## src/rtl/rom_load_ctrl.sv

```systemverilog
`default_nettype none
// +--------------------------------------------------------------------------+
// | rom_load_ctrl: loader byte stream -> preamble capture + SDRAM word writes  |
// | Rev 1.0                                                                    |
// +--------------------------------------------------------------------------+
module rom_load_ctrl #(
  parameter int HDR_BYTES  = 512,
  parameter int FIFO_DEPTH = 4,
  parameter int MAX_WORDS  = 2097152
) (
  input  logic        wclk,
  input  logic        resetn,
  input  logic [7:0]  din,
  input  logic        din_valid,
  input  logic        src_loading,
  input  logic        src_fail,
  output logic [21:0] mem_addr,
  output logic [15:0] mem_din,
  output logic [1:0]  mem_ds,
  output logic        mem_req,
  input  logic        mem_ack,
  output logic [7:0]  map_ctrl,
  output logic [3:0]  rom_size,
  output logic [23:0] rom_mask,
  output logic [23:0] ram_mask,
  output logic        loading,
  output logic        done,
  output logic        fail
);

  localparam int c_cw = $clog2(HDR_BYTES);
  localparam int c_pw = $clog2(FIFO_DEPTH);
  localparam int c_ww = $clog2(MAX_WORDS) + 1;
  localparam logic [c_cw-1:0] c_last = c_cw'(HDR_BYTES - 1);
  localparam logic [c_ww-1:0] c_maxw = c_ww'(MAX_WORDS);
  localparam logic [c_pw:0]   c_full = (c_pw + 1)'(FIFO_DEPTH);

  typedef enum logic [2:0] {
    S_IDLE, S_HEADER, S_PAYLOAD, S_DRAIN, S_DONE, S_FAIL
  } state_t;

  state_t            r_state;
  logic [c_cw-1:0]   r_cnt;
  logic [7:0]        r_map;
  logic [3:0]        r_rom_size;
  logic [7:0]        r_ram_size;
  logic [23:0]       r_rom_mask;
  logic [23:0]       r_ram_mask;
  logic [7:0]        r_lo;
  logic              r_toggle;
  logic [c_ww-1:0]   r_words;
  logic [15:0]       r_fifo_d [FIFO_DEPTH];
  logic [1:0]        r_fifo_s [FIFO_DEPTH];
  logic [c_pw-1:0]   r_wp;
  logic [c_pw-1:0]   r_rp;
  logic [c_pw:0]     r_count;
  logic              r_req;
  logic [21:0]       r_addr;
  logic [15:0]       r_din;
  logic [1:0]        r_ds;
  logic              r_loading;
  logic              r_done;
  logic              r_fail;

  logic              w_push;
  logic [15:0]       w_push_d;
  logic [1:0]        w_push_s;
  logic              w_active;
  logic              w_pop;
  logic              w_err;
  logic              w_wr;

  // Size code n selects a 1 KB << n window; codes of 14 and up cover the whole 24-bit space.
  function automatic logic [23:0] f_mask(input logic [7:0] sz, input logic zero_is_none);
    logic [23:0] m;
    if (zero_is_none && sz == 8'd0)
      m = 24'h000000;
    else if (sz >= 8'd14)
      m = 24'hFFFFFF;
    else
      m = (24'h000400 << sz[3:0]) - 24'd1;
    return m;
  endfunction

  always_comb begin
    w_push   = 1'b0;
    w_push_d = {din, r_lo};
    w_push_s = 2'b11;
    if (r_state == S_PAYLOAD && din_valid && r_toggle) begin
      w_push = 1'b1;
    end else if (r_state == S_DRAIN && r_toggle) begin
      w_push   = 1'b1;
      w_push_d = {8'h00, r_lo};
      w_push_s = 2'b01;
    end
    w_active = (r_state == S_HEADER) || (r_state == S_PAYLOAD) || (r_state == S_DRAIN);
    w_pop    = r_req && mem_ack;
    // A full FIFO overflows even if the head is popped in the same cycle.
    w_err    = w_active && (src_fail || (w_push && (r_count == c_full || r_words == c_maxw)));
    w_wr     = w_push && !w_err;
  end

  always_ff @(posedge wclk) begin
    if (!resetn) begin
      r_state    <= S_IDLE;
      r_cnt      <= '0;
      r_map      <= '0;
      r_rom_size <= '0;
      r_ram_size <= '0;
      r_rom_mask <= '0;
      r_ram_mask <= '0;
      r_lo       <= '0;
      r_toggle   <= 1'b0;
      r_words    <= '0;
      r_wp       <= '0;
      r_rp       <= '0;
      r_count    <= '0;
      r_req      <= 1'b0;
      r_addr     <= '0;
      r_din      <= '0;
      r_ds       <= '0;
      r_loading  <= 1'b0;
      r_done     <= 1'b0;
      r_fail     <= 1'b0;
    end else begin
      if (w_wr) begin
        r_fifo_d[r_wp] <= w_push_d;
        r_fifo_s[r_wp] <= w_push_s;
        r_wp           <= r_wp + c_pw'(1);
        r_words        <= r_words + c_ww'(1);
      end
      if (w_pop) begin
        r_rp   <= r_rp + c_pw'(1);
        r_req  <= 1'b0;
        r_addr <= r_addr + 22'd1;
      end else if (!r_req && r_count != '0 && (r_state == S_PAYLOAD || r_state == S_DRAIN)) begin
        r_req <= 1'b1;
        r_din <= r_fifo_d[r_rp];
        r_ds  <= r_fifo_s[r_rp];
      end
      r_count <= r_count + (c_pw + 1)'(w_wr) - (c_pw + 1)'(w_pop);

      if (w_err) begin
        r_state   <= S_FAIL;
        r_loading <= 1'b0;
        r_fail    <= 1'b1;
      end else begin
        case (r_state)
          S_IDLE: begin
            if (din_valid) begin
              r_state   <= S_HEADER;
              r_cnt     <= c_cw'(1);
              r_loading <= 1'b1;
            end
          end
          S_HEADER: begin
            if (din_valid) begin
              r_cnt <= r_cnt + c_cw'(1);
              if (r_cnt == c_cw'(21)) r_map      <= din;
              if (r_cnt == c_cw'(23)) r_rom_size <= din[3:0];
              if (r_cnt == c_cw'(24)) r_ram_size <= din;
            end
            if (din_valid && r_cnt == c_last) begin
              r_rom_mask <= f_mask({4'h0, r_rom_size}, 1'b0);
              r_ram_mask <= f_mask(r_ram_size, 1'b1);
              r_toggle   <= 1'b0;
              r_addr     <= '0;
              r_words    <= '0;
              r_state    <= S_PAYLOAD;
            end else if (!src_loading) begin
              r_state   <= S_FAIL;
              r_loading <= 1'b0;
              r_fail    <= 1'b1;
            end
          end
          S_PAYLOAD: begin
            if (din_valid) begin
              r_toggle <= ~r_toggle;
              if (!r_toggle) r_lo <= din;
            end
            if (!src_loading) r_state <= S_DRAIN;
          end
          S_DRAIN: begin
            r_toggle <= 1'b0;
            if (!r_toggle && r_count == '0 && !r_req) begin
              r_state   <= S_DONE;
              r_loading <= 1'b0;
              r_done    <= 1'b1;
            end
          end
          default: ;
        endcase
      end
    end
  end

  assign mem_addr = r_addr;
  assign mem_din  = r_din;
  assign mem_ds   = r_ds;
  assign mem_req  = r_req;
  assign map_ctrl = r_map;
  assign rom_size = r_rom_size;
  assign rom_mask = r_rom_mask;
  assign ram_mask = r_ram_mask;
  assign loading  = r_loading;
  assign done     = r_done;
  assign fail     = r_fail;

endmodule
`default_nettype wire
```

## config.mk

```make
export PLATFORM = sky130hd
export DESIGN_NAME = rom_load_ctrl
export DESIGN_NICKNAME = d
export VERILOG_FILES = /design/src/rtl/rom_load_ctrl.sv
export SDC_FILE = /design/constraint.sdc
export NUM_CORES = 1
export LEC_CHECK = 0
export CORE_MARGIN = 5
export CORE_UTILIZATION = 39
export DETAILED_ROUTE_END_ITERATION = 6
export DONT_BUFFER_PORTS = 1
export PLACE_DENSITY = 0.58
export SLEW_MARGIN = 20
export SYNTH_ARGS = -nofsm -noshare
export SYNTH_HDL_FRONTEND = slang
export SYNTH_SLANG_ARGS = --single-unit
```

## constraint.sdc

```tcl
create_clock -name wclk -period 3.08 [get_ports wclk]
set_input_delay 0.616 -clock wclk [delete_from_list [all_inputs] [get_ports wclk]]
set_output_delay 0.616 -clock wclk [all_outputs]
set_load 0.01 [all_outputs]
```

======== Word-level counts from Yosys, hierarchy flattened ========
Memory sizes are Yosys's and may differ from the RTL's. A register that Yosys moved wholly into a read port is not among the register bits.
Cells that the tools add are included.
word-level totals
  bits of input ports ..................... 14
  register bits ........................... 144
  memories kept ........................... 2
  RAM bits ................................ 72
cells by class
  bitwise gates (word level) .............. 4
  shift operators ......................... 2
  reductions and logical operators ........ 47
  $lt $le $gt $ge ......................... 2
  equality and inequality tests ........... 24
  add/subtract/negate cells ............... 9
  multiplexer cells ....................... 42
memory list
  name      words  bits a word  rd ports  clocked after Yosys merged registers in  wr ports  RTL line  RTL
  r_fifo_d  4      16           1         1                                        1         52        logic [15:0] r_fifo_d [FIFO_DEPTH];
  r_fifo_s  4      2            1         1                                        1         53        logic [1:0] r_fifo_s [FIFO_DEPTH];
operators by type and width
  kind                                                               number
  2-to-1 mux 22 bit                                                  8
  2-to-1 mux 24 bit                                                  3
  left shift 11 x 4 -> 24 bit, first input constant                  2
  subtractor 24 x 1 -> 24 bit, second input constant                 2
  adder 22 x 1 -> 22 bit, second input constant                      2
  2-to-1 mux 16 bit                                                  2
  == test 9 x 5 -> 1 bit, second input constant                      3
  AND reduction 4 bit                                                6
  == test 22 bit, second input constant                              1
  2-to-1 mux 3 bit                                                   6
  2-to-1 mux 9 bit                                                   2
  one-hot mux 9 bit (2 select lines)                                 1
  2-to-1 mux 1 bit                                                   15
  AND reduction 5 bit                                                3
  inequality test 2 bit, second input constant                       7
  logical AND 1 bit                                                  12
  one-hot mux 3 bit (4 select lines)                                 1
  adder 9 x 1 -> 9 bit, second input constant                        1
  == test 9 bit, second input constant                               1
  AND reduction 3 bit                                                3
  nonzero test 3 bit                                                 3
  greater-or-equal comparator 8 x 4 -> 1 bit, second input constant  1
  logical NOT 8 bit                                                  1
  == test 3 x 2 -> 1 bit, second input constant                      2
  other kinds (21)                                                   42

======== Longest topological paths before layout ========
Gate-level depths: netlist (run 1).
  depth in word-level cells ............... 13
  mapped depth ............................ 12
  gate-level depth less buffers ........... 12

======== Least setup slack after synthesis (run 1) ========
Ideal clock, no wire load.
  path kind ............................... input port to flip-flop
  start ................................... in din_valid
  end ..................................... reg r_count[2]
  required time ........................... 2.952 ns
  setup time .............................. 0.128 ns
  slack ................................... 0.515 ns
  stages .................................. 12
  arrival ................................. 2.438 ns
  cell sequence ........................... buf_2 inv_1 a21oi_1 buf_2 and2_1 nand2_1 ha_1 inv_1 ha_1 fa_1 xnor2_1 nor2_1
between the ends
  word-level cells in the longest chain between the ends .. 10
ends and longest elaborated chain
  item                                 RTL line  RTL
  start: declaration                   14        input logic din_valid,
  logical AND 1 bit (*) (2 in series)  89        if (r_state == S_PAYLOAD && din_valid && r_toggle) begin
  2-to-1 mux 1 bit (*)                 89
  logical AND 1 bit                    99        w_err = w_active && (src_fail || (w_push && (r_count == c_full || r_words == c_maxw)));
  logical OR 1 bit                     99
  logical AND 1 bit                    99
  logical NOT 1 bit                    100       w_wr = w_push && !w_err;
  logical AND 1 bit (*)                100
  adder 3 x 1 -> 3 bit (*)             141       r_count <= r_count + (c_pw + 1)'(w_wr) - (c_pw + 1)'(w_pop);
  subtractor 3 x 1 -> 3 bit (*)        141
  end signal: assignment               141
  end: declaration                     56        logic [c_pw:0] r_count;
Every way passes the cells marked *; elsewhere a longest branch is shown, timed or not.
A chain may end at the register's enable or synchronous reset.

======== Worst setup path after layout (run 1) ========
  start ................................... reg r_words[0]
  end ..................................... reg r_count[1]
between the ends
  word-level cells in the longest chain between the ends .. 9
ends and longest elaborated chain
  item                       RTL line  RTL
  start: declaration         51        logic [c_ww-1:0] r_words;
  start signal: assignment   130       r_words <= r_words + c_ww'(1);
  == test 22 bit             99
  logical OR 1 bit           99
  logical AND 1 bit          99
  logical OR 1 bit           99
  logical AND 1 bit          99
  logical NOT 1 bit          100
  logical AND 1 bit          100
  adder 3 x 1 -> 3 bit       141
  subtractor 3 x 1 -> 3 bit  141
No other way between the ends.

==> results of run 1 <==
worst register-to-register path, cell delays in order, from the launching register on:
cell and delay, ns:
dfxtp_1 0.33, inv_1 0.08, ha_1 0.13, nor4b_1 0.34, nand2_1 0.13, or3_1 0.46, nand2_1 0.10, ha_1 0.22
inv_1 0.05, ha_1 0.16, fa_1 0.40, and2_1 0.16
worst paths after layout:
path         slack [ns]          end   startpoint  cells after the start
max                0.41   r_count[1]   r_words[0]                     11
min                0.24         fail       resetn                      1
max reg2reg        0.41   r_count[1]   r_words[0]                     11
min reg2reg        0.48  r_words[20]  r_words[20]                      2
power breakdown:
group | switching, mW | internal, mW | leakage [nW] | total [mW]
combinational | 0.0963 | 0.0539 | 1.57 | 0.150
sequential | 0.0147 | 2.88 | 1.84 | 2.90
clock | 1.05 | 1.56 | 0.349 | 2.61
total | 1.16 | 4.49 | 3.76 | 5.66
placed cells by master (no fill, tap or decap), drive strengths merged, types with 15 or more instances in the layout:
cell | Yosys | final
buf | 42 | 19
o21ai | 28 | 28
inv | 18 | 19
mux4 | 17 | 17
a21oi | 62 | 62
clkbuf | 29 | 36
xor2 | 30 | 30
nor2 | 84 | 84
nand2 | 107 | 107
ha | 15 | 15
and2 | 18 | 18
mux2i | 29 | 29
dfxtp | 144 | 144
nand3 | 32 | 32
and3 | 16 | 16
nand4 | 17 | 17
edfxtp | 68 | 68
layer usage:
metal | track usage (%) | vias up
li1 | - | 3125
met1 | 21.0 | 2952
met2 | 24.5 | 140
met3 | 3.39 | 21
met4 | 3.36 | 0
met5 | 0 | -
area by class of cell:
type | count | area (µm²)
Fill cell | 2258 | 13300
Sequential cell | 212 | 4920
Multi-Input combinational cell | 595 | 3940
Clock buffer | 36 | 664
Tap cell | 319 | 399
Timing Repair Buffer | 19 | 155
Inverter | 18 | 67.6
Clock inverter | 5 | 51.3
stage by stage:
stage               util [%]  total power [mW]  worst slack, ns  instance area, µm²
finish                  43.5              5.66            0.406               10200
global route            43.5              5.89            0.182               10200
CTS                     43.5              5.74            0.394               10200
detailed placement      40.4              3.11            0.397                9480
global placement        40.4              3.11            0.445                9480
floorplan                  -              3.07            0.515                9320
flip-flops by register name (all words and copies together) (netlist names), 2 cells and up:
| signal | count |
|---|---|
| mem_addr | 22 |
| r_fifo_d | 64 |
| mem_ds | 2 |
| r_ram_size | 8 |
| r_words | 22 |
| r_rp | 2 |
| r_fifo_s | 4 |
| r_lo | 8 |
| rom_mask | 15 |
| r_wp | 2 |
| ram_mask | 15 |
| map_ctrl | 8 |
| rom_size | 4 |
| r_cnt | 9 |
| r_count | 3 |
| mem_din | 16 |
| r_state | 3 |
logic make-up after synthesis:
group	count (synthesis)	share of synthesized area, %
and+or+nand+nor	347	18.9
buffers and inverters	89	4.86
adders and majority gates	16	2.23
DFF	212	52.9
xor gates and xnor gates	38	3.57
AOI/OAI and AO/OA	148	10.4
muxes	46	7.23
==> impl_metrics.toml, run 1 <==
[detailed_routing]
wl_met1_um = 9230
dr_wl_met2_um = 9710
drt_pre_antenna_iters = 4
routed-wl-met3_um = 1480
postRouteAntennaNets = 0
drt_iter0_markers = 345
top_layer = "met4"
viasPerCell = 5.18
drcViolationCount = 0
wl_per_cell_um = 17.2
routed_wl_um = 20700
num_vias = 6238

[critical_path]
cp_top_family = "simple AND/OR/NAND/NOR gates"
worstPathRequired_ns = 3.47
worst-setup-path-type = "flop to flop"
critPathBufInv = 2
cp_slowest_stage_delay_ns = 0.46
crit_slowest_cell = "or3_1"
critPathArrivalTime_ns = 3.07
crit_path_cell_trace = "inv_1 > ha_1 > nor4b_1 > nand2_1 > or3_1 > nand2_1 > ha_1 > inv_1 > ha_1 > fa_1 > and2_1"
startpoint_type = "flop"
end_kind = "flop"
cp_max_fo = 5
cp_common_cell = "ha_1"

[synthesis]
syn_nets = 926
synth_top_cell_by_area = "dfxtp_1"
yosysMostFrequentCell = "dfxtp_1"
seq_area_frac_synth_pct = 52.9
postSynth.asyncResetShare_pct = 0
synth_top_cells_by_count = "144 x dfxtp_1, 107 x nand2_1, 83 x nor2_1, 68 x edfxtp_1, 62 x a21oi_1"
yosys_register_bits = 212
yosys.cell_types.count = 75
synthTopCellsByArea = "dfxtp_1 31%, edfxtp_1 22%, nand2_1 4.3%"
ys_warn_count = 0
synth-main-ff-cell = "dfxtp_1"
syn_avg_cell_area_um2 = 10.4
synth_top_cell_area_share_pct = 30.9
synth_area_um2 = 9320
synth-edff-count = 68
synth_cells = 896

[global_routing]
grt_max_degree = 58
grt_pass1_vias = 6038
track_usage_pct = 15.2
antenna_found_initial = 0
overflow = 0
grt_pass1_wl_um = 33300

[sta]
slew_violations = 0
fin_crit_sh_pct = 86.8
skew_ns = 0.00895
clock.fmax_mhz = 374
finalSetupViolCount = 0
rsz0062_at_grt = "false"
slew_headroom_pct = 34.2
timing.hold.ws_ns = 0.236
worst_pin_slew_ns = 0.986
finalSetupTns_ns = 0
final_hold_viol_count = 0
fin_crit_ns = 2.67

[floorplanning]
fp.coreArea_um2 = 23500
die-area_um2 = 27100
chipWidth_um = 165
initial_core_util_pct = 39.7
num_rows = 56
ios = 118
fp.dieH_um = 165

[final_layout]
area_delta_synth_final_pct = 9.50
drive_gt1_share_pct = 9.94
final_cells = 1204
layout.nets = 899
antennaDiodeCount = 0

[placed_design]
gp_congestion = 0.826
port_buffers = 0
dp_cells = 1163
place_hpwl_um = 14200

[clock_tree]
htree_levels = 1
post_cts_resized = 0
cts-buffers-inserted = 23
clkSinkCount = 212
clk_latency_ns = 0.50
clock_path_buffers = 3
cts_tree = "done"
post_cts_buffers = 0
clkSlewWorstSetupHoldPaths_ns = 0.06
cts-hold-fix-buffers = 0
cts_root_buf = "clkbuf_16"

[status]
status = "finished clean"

[power_and_ir_drop]
p_leak_nw = 3.76
powerDensity_nw_per_um2 = 554
peakVddDrop_uv = 404

[job]
max_cap_violations = 0

[min_path]
hold_class = "input pin to flop"
Note: power is estimated with default switching activity, not from simulation.
==> run 2: changes to the inputs <==
CORE_UTILIZATION = 43   (was 39)
PLACE_DENSITY = 0.61   (was 0.58)
clock period = 3.2 ns   (was 3.08 ns; I/O delays follow)
==> run 2 against run 1 <==
Against the previous run: register-to-register slack gained 0.13 ns; clock skew up 0.0040 ns; fmax up 0.56%; non-clock buffer count fell by 1; first-iteration DRC count rose by 29%; combinational power down 14%; global-route usage grew 1.0 points.
==> impl_metrics.toml, run 2 (synthesis gave the netlist of run 1 again) <==
[status]
status = "finished clean"

[critical_path]
worst-setup-path-type = "flop to flop"
cp_max_fo = 5
crit_slowest_cell = "or3_1"
startpoint_type = "flop"
worstPathRequired_ns = 3.60
critPathArrivalTime_ns = 3.06
critPathBufInv = 2
cp_top_family = "simple AND/OR/NAND/NOR gates"
crit_path_cell_trace = "inv_1 > ha_1 > nor4b_1 > nand2_1 > or3_1 > nand2_1 > ha_1 > inv_1 > ha_1 > fa_1 > and2_1"
cp_common_cell = "ha_1"
end_kind = "flop"
rrSetupSlack_ns = 0.54
cp_slowest_stage_delay_ns = 0.46

[final_layout]
register_area_um2 = 4920
antennaDiodeCount = 0
multiInputGateArea_um2 = 3940
largest_register = "r_fifo_d"
area_delta_synth_final_pct = 9.98
layout.nets = 899
largest_reg_flops = 64
final_common_cell = "dfxtp_1"
nFillCells = 1923
final_util_pct = 48.4
final_cell_mix = "144 x dfxtp_1, 107 x nand2_1, 83 x nor2_1, 68 x edfxtp_1, 62 x a21oi_1"
drive_gt1_share_pct = 11.2

[clock_tree]
cts_root_buf = "clkbuf_16"
htree_levels = 1
cts-buffers-inserted = 24
clkSlewWorstSetupHoldPaths_ns = 0.06
clk_latency_ns = 0.51
cts-hold-fix-buffers = 0
clkSinkCount = 212
post_cts_buffers = 0
cts_tree = "done"
clock_path_buffers = 3
post_cts_resized = 0

[detailed_routing]
routed_wl_um = 20500
drcViolationCount = 0
postRouteAntennaNets = 0
num_vias = 6351
drt_pre_antenna_iters = 4
viasPerCell = 5.47
drt_iter0_markers = 446
wl_per_cell_um = 17.7

[floorplanning]
ios = 118
initial_core_util_pct = 44.0
fp.coreArea_um2 = 21200
die-area_um2 = 24700
fp.dieH_um = 157
num_rows = 53
chipWidth_um = 157

[sta]
finalSetupTns_ns = 0
fin_crit_sh_pct = 83.1
final_hold_viol_count = 0
timing.hold.ws_ns = 0.266
rsz0062_at_grt = "false"
fin_crit_ns = 2.66
finalSetupViolCount = 0
clock.fmax_mhz = 376
skew_ns = 0.0129
slew_violations = 0
worst_pin_slew_ns = 0.985
slew_headroom_pct = 34.2

[global_routing]
grt_pass1_vias = 5958
overflow = 0
grt_pass1_wl_um = 32600
antenna_found_initial = 0
grt_max_degree = 45
track_usage_pct = 16.3

[min_path]
hold_class = "input pin to flop"

[placed_design]
gp_congestion = 0.793
port_buffers = 0
place_hpwl_um = 13700

[job]
max_cap_violations = 0

[power_and_ir_drop]
p_leak_nw = 3.81
peakVddDrop_uv = 388
powerDensity_nw_per_um2 = 564
[run 2: changes by cell type in the layout (fill, tap and decap cells not counted), sizes merged]
cell,previous run,this run
clkinv,3,10
clkinvlp,0,4
buf,19,18
clkbuf,36,26
inv,19,18
bufinv,1,4
[run 2: layer usage]
metal | share of wire, % | global-route usage [%]
met1 | 46 | 22.9
met4 | 1.9 | 3.65
met3 | 6.8 | 4.01
met2 | 45 | 25.5
met5 | 0 | 0
[run 2: metrics by stage]
stage               power, mW  instance area (µm²)  cells  setup slack (ns)
global placement         2.98                 9410   1118             0.598
detailed placement       2.98                 9410   1118             0.556
CTS                      5.85                10200   1162             0.538
global route             5.99                10200   1162             0.340
floorplan                2.95                 9320    896             0.611
finish                   5.78                10200   1162             0.541
[run 2: report_power, final]
group,switching (mW),internal (mW)
registers,0.0195,2.77
logic,0.0855,0.0439
clock network,1.10,1.75
total,1.21,4.57
[run 2: final cells by class]
class | instances | share of cell area [%]
flip-flops and latches | 212 | 48.1
multi-input cells | 595 | 38.4
clock inverters | 18 | 2.02
well taps | 275 | 3.36
clock buffers | 26 | 6.14
repair buffers | 18 | 1.32
inverters | 18 | 0.660
[run 2: worst paths after layout]
kind	start	to	depth (start not counted)
min	resetn	r_cnt[1]	1
max reg2reg	r_words[0]	r_count[1]	11
min reg2reg	r_words[20]	r_words[20]	2
max	r_words[0]	r_count[1]	11
